**src/rtl/mem_arb_pkg.sv**
```systemverilog
`default_nettype none
// ============================================================================
// Module   : mem_arb_pkg
// Purpose  : Shared types and sizes for the cache refill memory arbiter.
// Revision : 1.0 - initial release
// ============================================================================
package mem_arb_pkg;

    localparam int LINE_WORDS = 4;
    localparam int WORD_IDX_W = 2;
    localparam int ADDR_W     = 16;
    localparam int DATA_W     = 16;
    localparam int LINE_W     = ADDR_W - WORD_IDX_W;

    typedef enum logic [1:0] {
        IDLE = 2'd0,
        BUSY = 2'd1,
        DONE = 2'd2
    } arb_state_t;

    // Wait counter must hold MEM_WAIT; a zero wait still needs one bit.
    function automatic int cnt_width(input int wait_cycles);
        return (wait_cycles < 1) ? 1 : $clog2(wait_cycles + 1);
    endfunction

endpackage
`default_nettype wire

```
**src/rtl/mem_arb_pick.sv**
```systemverilog
`default_nettype none
// ============================================================================
// Module   : mem_arb_pick
// Purpose  : One-hot winner selection between two refill requesters.
//            ARB_RR_EN selects round-robin ties; otherwise port 0 wins ties.
// Revision : 1.0 - initial release
// ============================================================================
module mem_arb_pick
    import mem_arb_pkg::*;
(
    input  logic       req0,
    input  logic       req1,
`ifdef ARB_RR_EN
    input  logic       last,
`endif
    output logic [1:0] winner
);

    always_comb begin
        winner = 2'b00;
        if (req0 && req1) begin
`ifdef ARB_RR_EN
            // last=1 means port 1 was served most recently
            winner = last ? 2'b01 : 2'b10;
`else
            winner = 2'b01;
`endif
        end else if (req0) begin
            winner = 2'b01;
        end else if (req1) begin
            winner = 2'b10;
        end
    end

endmodule
`default_nettype wire

```
**src/rtl/mem_refill_arbiter.sv**
```systemverilog
`default_nettype none
// ============================================================================
// Module   : mem_refill_arbiter
// Purpose  : Grants the memory read port to one of two cache refill ports and
//            runs a 4-word line burst with MEM_WAIT extra cycles per word.
//            Build macro ARB_RR_EN enables round-robin tie-break.
// Revision : 1.0 - initial release
// ============================================================================
module mem_refill_arbiter
    import mem_arb_pkg::*;
#(
    parameter int MEM_WAIT = 3
)
(
    input  logic                  clk_100,
    input  logic                  rst,
    input  logic                  req0,
    input  logic                  req1,
    input  logic [ADDR_W-1:0]     addr0,
    input  logic [ADDR_W-1:0]     addr1,
    output logic                  gnt0,
    output logic                  gnt1,
    output logic [DATA_W-1:0]     rdata,
    output logic                  rvalid,
    output logic [WORD_IDX_W-1:0] rword,
    output logic                  done0,
    output logic                  done1,
    output logic [ADDR_W-1:0]     mem_addr,
    input  logic [DATA_W-1:0]     mem_rdata
);

    localparam int                    c_cnt_w     = cnt_width(MEM_WAIT);
    localparam logic [c_cnt_w-1:0]    c_cnt_max   = c_cnt_w'(MEM_WAIT);
    localparam logic [WORD_IDX_W-1:0] c_last_word = WORD_IDX_W'(LINE_WORDS - 1);

    arb_state_t            r_state;
    logic [c_cnt_w-1:0]    r_cnt;
    logic [WORD_IDX_W-1:0] r_word;
    logic [LINE_W-1:0]     r_line;
    logic                  r_owner;

    logic [1:0]            w_winner;
    logic [LINE_W-1:0]     w_req_line;
    logic                  w_unused_addr_lsb;

    // Word offset bits of the miss address are irrelevant: bursts are line-aligned.
    assign w_unused_addr_lsb = ^{addr0[WORD_IDX_W-1:0], addr1[WORD_IDX_W-1:0]};
    assign w_req_line = w_winner[1] ? addr1[ADDR_W-1:WORD_IDX_W]
                                    : addr0[ADDR_W-1:WORD_IDX_W];

`ifdef ARB_RR_EN
    logic r_last;

    mem_arb_pick u_pick (
        .req0   (req0),
        .req1   (req1),
        .last   (r_last),
        .winner (w_winner)
    );

    always_ff @(posedge clk_100 or posedge rst) begin
        if (rst) begin
            r_last <= 1'b1;
        end else if (r_state == DONE) begin
            r_last <= r_owner;
        end
    end
`else
    mem_arb_pick u_pick (
        .req0   (req0),
        .req1   (req1),
        .winner (w_winner)
    );
`endif

    always_ff @(posedge clk_100 or posedge rst) begin
        if (rst) begin
            r_state  <= IDLE;
            r_cnt    <= '0;
            r_word   <= '0;
            r_line   <= '0;
            r_owner  <= 1'b0;
            gnt0     <= 1'b0;
            gnt1     <= 1'b0;
            rdata    <= '0;
            rvalid   <= 1'b0;
            rword    <= '0;
            done0    <= 1'b0;
            done1    <= 1'b0;
            mem_addr <= '0;
        end else begin
            case (r_state)
                IDLE: begin
                    rvalid <= 1'b0;
                    done0  <= 1'b0;
                    done1  <= 1'b0;
                    if (|w_winner) begin
                        gnt0     <= w_winner[0];
                        gnt1     <= w_winner[1];
                        r_owner  <= w_winner[1];
                        r_line   <= w_req_line;
                        r_word   <= '0;
                        r_cnt    <= '0;
                        mem_addr <= {w_req_line, {WORD_IDX_W{1'b0}}};
                        r_state  <= BUSY;
                    end
                end
                BUSY: begin
                    if (r_cnt == c_cnt_max) begin
                        rdata  <= mem_rdata;
                        rvalid <= 1'b1;
                        rword  <= r_word;
                        r_cnt  <= '0;
                        if (r_word == c_last_word) begin
                            done0   <= ~r_owner;
                            done1   <= r_owner;
                            r_state <= DONE;
                        end else begin
                            r_word   <= r_word + 1'b1;
                            mem_addr <= {r_line, r_word + 2'd1};
                        end
                    end else begin
                        r_cnt  <= r_cnt + 1'b1;
                        rvalid <= 1'b0;
                    end
                end
                DONE: begin
                    // mem_addr deliberately keeps the last word address
                    rvalid  <= 1'b0;
                    done0   <= 1'b0;
                    done1   <= 1'b0;
                    gnt0    <= 1'b0;
                    gnt1    <= 1'b0;
                    r_state <= IDLE;
                end
                default: begin
                    r_state <= IDLE;
                end
            endcase
        end
    end

endmodule
`default_nettype wire

```
**config.mk**
```make
export PLATFORM = sky130hd
export DESIGN_NAME = mem_refill_arbiter
export DESIGN_NICKNAME = d
export VERILOG_FILES = /design/src/rtl/mem_arb_pkg.sv /design/src/rtl/mem_arb_pick.sv /design/src/rtl/mem_refill_arbiter.sv
export SDC_FILE = /design/constraint.sdc
export NUM_CORES = 1
export LEC_CHECK = 0
export ABC_AREA = 1
export CAP_MARGIN = 20
export CORE_MARGIN = 2
export CORE_UTILIZATION = 50
export CTS_CLUSTER_DIAMETER = 30
export DETAILED_ROUTE_END_ITERATION = 6
export GPL_ROUTABILITY_DRIVEN = 0
export PLACE_DENSITY = 0.86
export SLEW_MARGIN = 0
export SYNTH_ARGS = -nofsm -noshare
export SYNTH_HDL_FRONTEND = slang
export SYNTH_SLANG_ARGS = --single-unit
export TNS_END_PERCENT = 1
```
**constraint.sdc**
```tcl
create_clock -name clk_100 -period 5.65 [get_ports clk_100]
set_input_delay 1.4125 -clock clk_100 [delete_from_list [all_inputs] [get_ports clk_100]]
set_output_delay 1.4125 -clock clk_100 [all_outputs]
set_load 0.01 [all_outputs]
```
==> results of run 1 <==
==> synthesized netlist by cell type <==
master,instances
nand3_4,1
a21oi_1,2
ha_1,2
o21ai_0,7
a31oi_1,1
inv_2,5
inv_1,35
nand3_1,64
o22ai_1,1
clkinv_1,1
nand2_2,2
nor2_4,2
nand2_1,161
nor2_2,2
buf_4,4
clkbuf_1,3
buf_1,2
o21ai_1,1
o211ai_1,1
dfrtp_1,58
buf_2,7
buf_6,1
==> sequential cells by signal, indices dropped and copies added, names as in the netlist <==
signal,count
r_state,2
rword,2
r_line,14
r_owner,1
gnt0,1
rvalid,1
rdata,16
gnt1,1
mem_addr,16
done0,1
r_cnt,2
done1,1
==> worst max-delay path: cells and delay by family <==
kind / cells / cell delay, ns
simple gates: 6 / 1.06
buf+inv: 2 / 0.96
==> per-layer routing <==
metal,part of all wire,global-route usage,up-vias
li1,-,-,1290
met1,0.40,0.2879,1260
met2,0.50,0.4359,134
met3,0.079,0.04253,18
met4,0.028,0.1544,0
met5,0,0,-
==> stage by stage <==
| step | worst slack (ns) | cell area (µm²) | power (mW) |
|---|---|---|---|
| 6_report | 2.429 | 3900 | 2.224 |
| 5_1_grt | 2.237 | 3900 | 2.404 |
| 4_1_cts | 2.435 | 3900 | 2.238 |
| 3_5_place_dp | 2.102 | 3649 | 1.749 |
| 3_3_place_gp | 2.206 | 3649 | 1.696 |
| 2_1_floorplan | 2.810 | 2785 | 1.338 |
==> worst max path at each step <==
stage / start / depth (start not counted) / to / slack (ns)
final: req0 / 8 / mem_addr[3]$_DFFE_PP0P_ / 2.43
after global routing: req0 / 8 / mem_addr[11]$_DFFE_PP0P_ / 2.24
after CTS: req0 / 8 / mem_addr[13]$_DFFE_PP0P_ / 2.44
after detailed placement: req0 / 8 / mem_addr[3]$_DFFE_PP0P_ / 2.10
after global placement: req0 / 8 / mem_addr[10]$_DFFE_PP0P_ / 2.21
after floorplan: rst / 1 / done0$_DFFE_PP0P_ / 2.81
==> power breakdown <==
group	leakage, nW	switching [mW]	internal, mW
Clock	0.129	0.161	0.315
Sequential	0.717	0.119	0.619
Combinational	1.20	0.564	0.446
Total	2.04	0.844	1.38
==> logic make-up (layout without fill, tap and decap cells) <==
| group | count (synthesis) | in the layout | synth area share |
|---|---|---|---|
| AOI/OAI and AO/OA | 13 | 13 | 0.02516 |
| adders and majority gates | 2 | 2 | 0.008983 |
| buffers and inverters | 58 | 144 | 0.08940 |
| DFF | 58 | 58 | 0.5211 |
| and+or+nand+nor | 232 | 232 | 0.3553 |
==> area by class of cell <==
type | instances | share of cell area
Clock buffer | 11 | 0.03882
Multi-Input combinational cell | 247 | 0.2782
Tap cell | 72 | 0.02310
Sequential cell | 58 | 0.3722
Timing Repair Buffer | 87 | 0.2227
Clock inverter | 5 | 0.02567
Inverter | 41 | 0.03946
==> results.txt, run 1 <==
Vias -> 2702
Core ar. -> 5439 µm²
Grt ovf -> 0
Setup crit end kind -> register
Final Routed Wirelength -> 7.241 mm
Post-Synthesis Cell Area -> 2785 µm²
First-pass GRT wire length -> 12.10 mm
Slew Limit Headroom -> 0.4186
Die height -> 78.64 µm
Post-layout util -> 0.7170
Layout fillers -> 433
Hold Path Cell Cnt -> 2
Iter 0 DRT Violations -> 195
# resized after CTS -> 0
Final setup vio count -> 0
Row count -> 27
Worst-path cell chain -> clkdlybuf4s50_1 -> clkinv_1 -> nand2_1 -> nand2_1 -> nand3_1 -> nand2_1 -> nand2_1 -> nand2_1
Crit Path Max Fanout -> 17
Synth top area share -> 0.5211
Diode count -> 0
Maximum VDD drop -> 0.0002845 V
Multi-input gate area -> 1085 µm²
Post-synthesis sequential area ratio -> 0.5211
GR Util All Layers -> 0.2512
Slowest cell on the critical path -> nand2_1
Leak -> 2.044 nW
H-tree depth -> 3
Initial antenna violation count -> 0
Unrepaired setup endpoints after global routing -> no
Slew @ Worst Pin -> 0.8701 ns
CTS Buf Count -> 9
Crit path DAT -> 3.44 ns
Drt pass-1 iters -> 5
Die width -> 78.64 µm
Max_cap viols -> 0
Post-detail-place hpwl -> 4.707 mm
HP Class -> register to register
Vias in the first global route -> 2769
IO Count -> 91
Mapped Avg Cell Area -> 7.673 µm²
CTS tree -> yes
Commonest non-fill, non-tap cell in the layout -> nand2_1
Startpoint Class -> input pin
Fin nets -> 498
Most common cell on crit path -> nand2_1
Initial core utilization -> 0.5121
Worst reg-to-reg path cell count -> 5
Clock period minus worst slack -> 3.221 ns
Root buffer cell -> clkbuf_8
Synth area leaders -> dfrtp_1 52%, nand2_1 22%, nand3_1 12%
Yosys reg bits -> 58
Outcome -> complete, no violations
Post-Layout Cell Count -> 521
Longest Clk Path Bufs -> 2
Reg area -> 1451 µm²
Hold Vio Cnt, Final -> 0
Synth unique cells -> 22
Fin. max-slew vios -> 0
CTS sink count -> 58
Reg-to-Reg Start -> r_state[0]$_DFFE_PP0P_
Setup bufs post-CTS -> 0
PortBufs -> 86
Worst Skew -> 0.004653 ns
Hold Crit Start -> rdata[2]$_DFFE_PP0P_
Critical path type -> input pin to register
Placed Cells -> 505
Worst hold endpoint -> rdata[2]$_DFFE_PP0P_
RR Endpoint -> rword[0]$_DFFE_PP0P_
Fmax -> 0.3105 GHz
Area grow syn2layout -> 40.03%
R2R Setup Slk -> 3.28 ns
Commonest cells after routing, fill and taps aside -> 161 x nand2_1, 86 x clkdlybuf4s50_1, 64 x nand3_1, 58 x dfrtp_1, 34 x inv_1
ANT nets after route -> 0
Post-CTS Hold Buffers -> 0
Drt drc -> 0
Synth warn -> 0
Via/cell ratio -> 5.186
Share of cells above drive strength 1 -> 0.06682
Setup TNS Final -> 0 ns
WHS -> 0.4694 ns
Delay of the slowest critical-path stage -> 0.61 ns
Power Dens Cells -> 570.4 nW/µm²
Total Die Area -> 6183 µm²
Syn nets -> 417
Cells after synthesis -> 363
WL per Instance -> 13.90 µm
Tcrit/Tclk final -> 0.5701
Clock-pin slew on the worst setup and hold paths -> 0.06 ns
Worst Path Required -> 5.87 ns
Largest net degree at the start of global routing -> 59
Top cell type by total area after synthesis -> dfrtp_1
Clk_lat worst skew -> 0.33 ns
(Power assumes the default switching activity.)
==> run 2: changes to the inputs <==
Settings changed: CORE_UTILIZATION 50 to 42, PLACE_DENSITY 0.86 to 0.77.
Clock period 5.65 ns to 2.7 ns, I/O delays scaled along.
==> results.txt, run 2 (synthesis gave the netlist of run 1 again) <==
CTS sink count -> 58 (unchanged)
ANT nets after route -> 0 (unchanged)
Vias in the first global route -> 2656 (-4.1%)
Share of cells above drive strength 1 -> 0.07080 (+0.003981)
Vias -> 2634 (-2.5%)
Reg-to-Reg Start -> r_cnt[0]$_DFFE_PP0P_
Largest net degree at the start of global routing -> 43 (-27%)
Worst path buffer plus inverter count -> 2 (unchanged)
Setup ws final -> 0.6811 ns (-1.748 ns)
H-tree depth -> 3 (unchanged)
# resized after CTS -> 0 (unchanged)
Worst-path cell chain -> ha_1 -> inv_1 -> nand2_2 -> nand3_4 -> inv_2 -> nand2_1 -> nand2_1
Initial core utilization -> 0.4361 (-0.07595)
Worst Skew -> 0.008425 ns (+0.003772 ns)
Drt drc -> 0 (unchanged)
Delay of the slowest critical-path stage -> 0.64 ns (+0.03 ns)
Place WS -> 0.4269 ns (-1.675 ns)
Area grow syn2layout -> 40.07% (about the same)
Crit path DAT -> 2.28 ns (-1.16 ns)
Area after DPL -> 3697 µm² (+1.3%)
Max_cap viols -> 0 (unchanged)
Die height -> 85.44 µm (+8.6%)
Grt ovf -> 0 (unchanged)
Critical path type -> register to register
Outcome -> complete, no violations
WL per Instance -> 12.74 µm (-8.3%)
Setup TNS Final -> 0 ns (unchanged)
Slowest cell on the critical path -> ha_1
Row count -> 29 (+7.4%)
GR Util All Layers -> 0.1985 (-0.05266)
Diode count -> 0 (unchanged)
Hold Vio Cnt, Final -> 0 (unchanged)
Commonest cells after routing, fill and taps aside -> 161 x nand2_1, 86 x clkdlybuf4s50_1, 64 x nand3_1, 58 x dfrtp_1, 34 x inv_1
Worst reg-to-reg path cell count -> 7 (+2)
CTS tree -> yes
Crit Path Max Fanout -> 21 (+4)
HP Class -> register to register
Most common cell on crit path -> nand2_1
PortBufs -> 86 (unchanged)
Design area -> 3901 µm² (about the same)
Leak -> 2.044 nW (about the same)
Commonest non-fill, non-tap cell in the layout -> nand2_1
Longest Clk Path Bufs -> 2 (unchanged)
Slew Limit Headroom -> 0.5096 (+0.09101)
Clock-pin slew on the worst setup and hold paths -> 0.06 ns (about the same)
Clock period minus worst slack -> 2.019 ns
Crit. Startpoint -> r_cnt[0]$_DFFE_PP0P_
Total Die Area -> 7299 µm² (+18%)
RR Endpoint -> mem_addr[3]$_DFFE_PP0P_
Drt pass-1 iters -> 4 (-1)
Fmax -> 0.4953 GHz
Core ar. -> 6386 µm² (+17%)
IO Count -> 91 (unchanged)
Largest delay share family, worst path -> adder cells
Startpoint Class -> register
First-pass GRT wire length -> 11.65 mm (-3.6%)
Reg area -> 1451 µm² (unchanged)
CTS Buf Count -> 9 (unchanged)
Worst Path Required -> 2.96 ns (-2.91 ns)
Setup crit end kind -> register
Placed Cells -> 514 (+1.8%)
Post-CTS Hold Buffers -> 0 (unchanged)
Maximum VDD drop -> 0.0006487 V (+130%)
Slew @ Worst Pin -> 0.7356 ns (-0.1344 ns)
Initial antenna violation count -> 0 (unchanged)
Biggest regs -> mem_addr: 16 flops, rdata: 16 flops, r_line: 14 flops
Crit path capture -> mem_addr[3]$_DFFE_PP0P_
Final setup vio count -> 0 (unchanged)
Power Dens Cells -> 1142 nW/µm² (+100%)
Multi-input gate area -> 1085 µm² (unchanged)
Setup bufs post-CTS -> 0 (unchanged)
Final Routed Wirelength -> 6.739 mm (-6.9%)
Post-detail-place hpwl -> 4.624 mm (-1.7%)
Layout fillers -> 552 (+27%)
Die width -> 85.44 µm (+8.6%)
Via/cell ratio -> 4.979 (-4.0%)
Post-Layout Cell Count -> 529 (+1.5%)
Tcrit/Tclk final -> 0.7477
CP Depth -> 7 (-1)
Root buffer cell -> clkbuf_8
Iter 0 DRT Violations -> 162 (-17%)
R2R Setup Slk -> 0.68 ns (-2.60 ns)
Fin nets -> 502 (+0.80%)
Unrepaired setup endpoints after global routing -> no
Fin. max-slew vios -> 0 (unchanged)
Clk_lat worst skew -> 0.33 ns (about the same)
## run 2: report_power, final
part / total (mW) / switching (mW) / internal, mW
clock network: 0.820 / 0.324 / 0.496
logic: 2.11 / 1.16 / 0.950
registers: 1.53 / 0.237 / 1.30
## run 2: how the worst min path moves through the flow
stage	startpoint	end	cells past startpoint
final	rdata[11]$_DFFE_PP0P_	rdata[11]$_DFFE_PP0P_	2
after global routing	rdata[6]$_DFFE_PP0P_	rdata[6]$_DFFE_PP0P_	2
after CTS	rdata[11]$_DFFE_PP0P_	rdata[11]$_DFFE_PP0P_	2
after detailed placement	rdata[6]$_DFFE_PP0P_	rdata[6]$_DFFE_PP0P_	2
after global placement	rdata[2]$_DFFE_PP0P_	rdata[2]$_DFFE_PP0P_	2
after floorplan	r_line[0]$_DFFE_PP0P_	r_line[0]$_DFFE_PP0P_	2
## run 2: area by class of cell
type                       count  share of cell area
clock buffer                  13             0.04330
sequential                    58              0.3720
timing repair buffer          91              0.2335
multi-input combinational    247              0.2781
clock inverter                 2            0.008980
inverter                      41             0.03945
tap                           77             0.02470
## run 2: layer usage
| metal | track usage | wire (µm) |
|---|---|---|
| met1 | 0.2566 | 2938 |
| met2 | 0.3175 | 3211 |
| met3 | 0.04183 | 466 |
| met4 | 0.09668 | 123 |
| met5 | 0 | 0 |
## run 2: tightest hold or removal path: stages, from the launching register on
cell,delay [ns]
dfrtp_1,0.34
nand2_1,0.05
nand2_1,0.05
## run 2: stage by stage
step                      total power [mW]  hold slack (ns)    util
after floorplan                      2.799           0.4494       -
after global placement               3.585           0.4526  0.5790
after detailed placement             3.652           0.4599  0.5790
after CTS                            4.495           0.4742  0.6109
after global routing                 4.850           0.4941  0.6109
final                                4.457           0.4689  0.6109
==> run 3: changes to the inputs <==
Clock period 2.7 ns to 1.7 ns, I/O delays scaled along.
==> results.txt, run 3 (synthesis gave the netlist of run 1 again) <==
Drt drc -> 0 (unchanged)
Vias in the first global route -> 2714 (+2.2%)
Longest Clk Path Bufs -> 2 (unchanged)
Post-detail-place hpwl -> 5.079 mm (+9.8%)
Die height -> 85.44 µm (unchanged)
Tcrit/Tclk final -> 0.9713
Outcome -> complete, no violations
H-tree depth -> 3 (unchanged)
Iter 0 DRT Violations -> 176 (+8.6%)
Largest delay share family, worst path -> buffers and inverters
Worst Skew -> 0.008795 ns (+0.0003695 ns)
First-pass GRT wire length -> 12.23 mm (+4.9%)
CTS Buf Count -> 9 (unchanged)
PortBufs -> 86 (unchanged)
Via/cell ratio -> 4.991 (+0.23%)
Crit path DAT -> 1.23 ns (-1.05 ns)
Final setup vio count -> 0 (unchanged)
Setup bufs post-CTS -> 0 (unchanged)
Slew @ Worst Pin -> 0.3706 ns (-0.3650 ns)
Max_cap viols -> 0 (unchanged)
Crit Path Max Fanout -> 2 (-90%)
Fin nets -> 517 (+3.0%)
Maximum VDD drop -> 0.001142 V (+76%)
Die width -> 85.44 µm (unchanged)
Leak -> 2.195 nW (+7.4%)
Drt pass-1 iters -> 4 (unchanged)
Hold Crit Start -> rdata[2]$_DFFE_PP0P_
Clock period minus worst slack -> 1.651 ns
CTS sink count -> 58 (unchanged)
IO Count -> 91 (unchanged)
Area grow syn2layout -> 45.15%
Largest net degree at the start of global routing -> 59 (+37%)
WL per Instance -> 13.18 µm (+3.5%)
Tot Pwr -> 7.318 mW (+64%)
Biggest regs -> mem_addr: 16 flops, rdata: 16 flops, r_line: 14 flops
Commonest cells after routing, fill and taps aside -> 161 x nand2_1, 78 x clkdlybuf4s50_1, 64 x nand3_1, 58 x dfrtp_1, 34 x inv_1
Reg-to-Reg Start -> mem_addr[0]$_DFFE_PP0P_
Root buffer cell -> clkbuf_8
Slowest cell on the critical path -> clkdlybuf4s50_1
Slew Limit Headroom -> 0.7521 (+0.2425)
HP Class -> register to register
Total Die Area -> 7299 µm² (unchanged)
Crit. Startpoint -> rword[1]$_DFFE_PP0P_
Fin. max-slew vios -> 0 (unchanged)
Worst path buffer plus inverter count -> 1 (-1)
Clock-pin slew on the worst setup and hold paths -> 0.07 ns (about the same)
Unrepaired setup endpoints after global routing -> no
Critical path type -> register to output pin
Logic pwr share -> 0.488 (+0.016)
Share of cells above drive strength 1 -> 0.1006 (+0.02985)
Delay of the slowest critical-path stage -> 0.55 ns (-0.09 ns)
Clock share of power -> 0.179 (-0.005)
Core ar. -> 6386 µm² (unchanged)
Clk_lat worst skew -> 0.33 ns (about the same)
WHS -> 0.4705 ns (+0.001580 ns)
Final Routed Wirelength -> 7.171 mm (+6.4%)
Row count -> 29 (unchanged)
Hold Vio Cnt, Final -> 0 (unchanged)
Seq pwr share -> 0.334 (-0.010)
Net Sw Frac -> 0.3826 (-0.002296)
Worst Path Required -> 1.27 ns (-1.69 ns)
Grt ovf -> 0 (unchanged)
Initial core utilization -> 0.4361 (unchanged)
ANT nets after route -> 0 (unchanged)
Commonest non-fill, non-tap cell in the layout -> nand2_1
Diode count -> 0 (unchanged)
Power Dens Cells -> 1810 nW/µm² (+58%)
CTS tree -> yes
Internal Pwr Total -> 4.518 mW (+65%)
Worst-path cell chain -> clkdlybuf4s50_1
Fmax -> 0.6056 GHz
Vias -> 2715 (+3.1%)
Startpoint Class -> register
Net Switching -> 2.800 mW (+63%)
Setup crit end kind -> output pin
Initial antenna violation count -> 0 (unchanged)
GR Util All Layers -> 0.2108 (+0.01224)
-- run 3: changes by cell type in the layout (fill, tap and decap cells not counted), sizes merged --
cell           change
buf               +15
clkdlybuf4s50      -8
clkinvlp           +1
dlygate4sd2        +2
dlymetal6s2s       +6
inv                -1
-- run 3: path summary, 6_finish.rpt --
path	to	slack, ns	depth (start not counted)
max in group asynchronous	done0$_DFFE_PP0P_	0.90	3
min in group asynchronous	rdata[1]$_DFFE_PP0P_	0.52	3
worst max register to register	mem_addr[9]$_DFFE_PP0P_	0.13	6
worst min-delay path	rdata[2]$_DFFE_PP0P_	0.47	2
worst min register to register	rdata[2]$_DFFE_PP0P_	0.47	2
worst max-delay path	rword[1]	0.05	1
-- run 3: final cells by class --
| type | instances | area [µm²] |
|---|---|---|
| Tap cell | 77 | 96.34 |
| Sequential cell | 58 | 1451 |
| Fill cell | 557 | 2344 |
| Multi-Input combinational cell | 247 | 1085 |
| Inverter | 41 | 157.7 |
| Clock buffer | 13 | 168.9 |
| Clock inverter | 2 | 35.03 |
| Timing Repair Buffer | 106 | 1049 |
-- run 3: what timing repair did --
| action | CTS | global route |
|---|---|---|
| gates resized for setup | 2 | 6 |
| hold buffers | 0 | 0 |
| setup endpoints to repair | 2 | 6 |
| endpoints found under the hold margin | 0 | 0 |
-- run 3: power groups by stage --
stage | Clock [mW] | Combinational, mW | Sequential, mW
2_1_floorplan | 0 | 1.86 | 2.59
4_1_cts | 1.34 | 3.63 | 2.44
3_3_place_gp | 0 | 3.53 | 2.43
6_report | 1.31 | 3.57 | 2.44
3_5_place_dp | 0 | 3.63 | 2.45
5_1_grt | 1.40 | 3.99 | 2.51
-- run 3: routing by layer --
metal	global-route usage	share of wire	vias to the layer above
met2	0.3423	0.49	109
met3	0.05447	0.075	10
met1	0.2632	0.43	1268
li1	-	-	1328
met5	0	0	-
met4	0.09812	0.013	0
-- run 3: per-stage QoR --
step | util | setup WS [ns] | setup TNS (ns) | std cells | area [µm²]
5_1_grt | 0.6330 | 0.0001119 | 0 | 544 | 4043
3_3_place_gp | 0.5991 | -0.06606 | -0.8769 | 529 | 3826
2_1_floorplan | - | 0.2723 | 0 | 363 | 2789
6_report | 0.6330 | 0.04880 | 0 | 544 | 4043
4_1_cts | 0.6307 | 0.008862 | 0 | 544 | 4028
3_5_place_dp | 0.5991 | -0.09915 | -1.196 | 529 | 3826
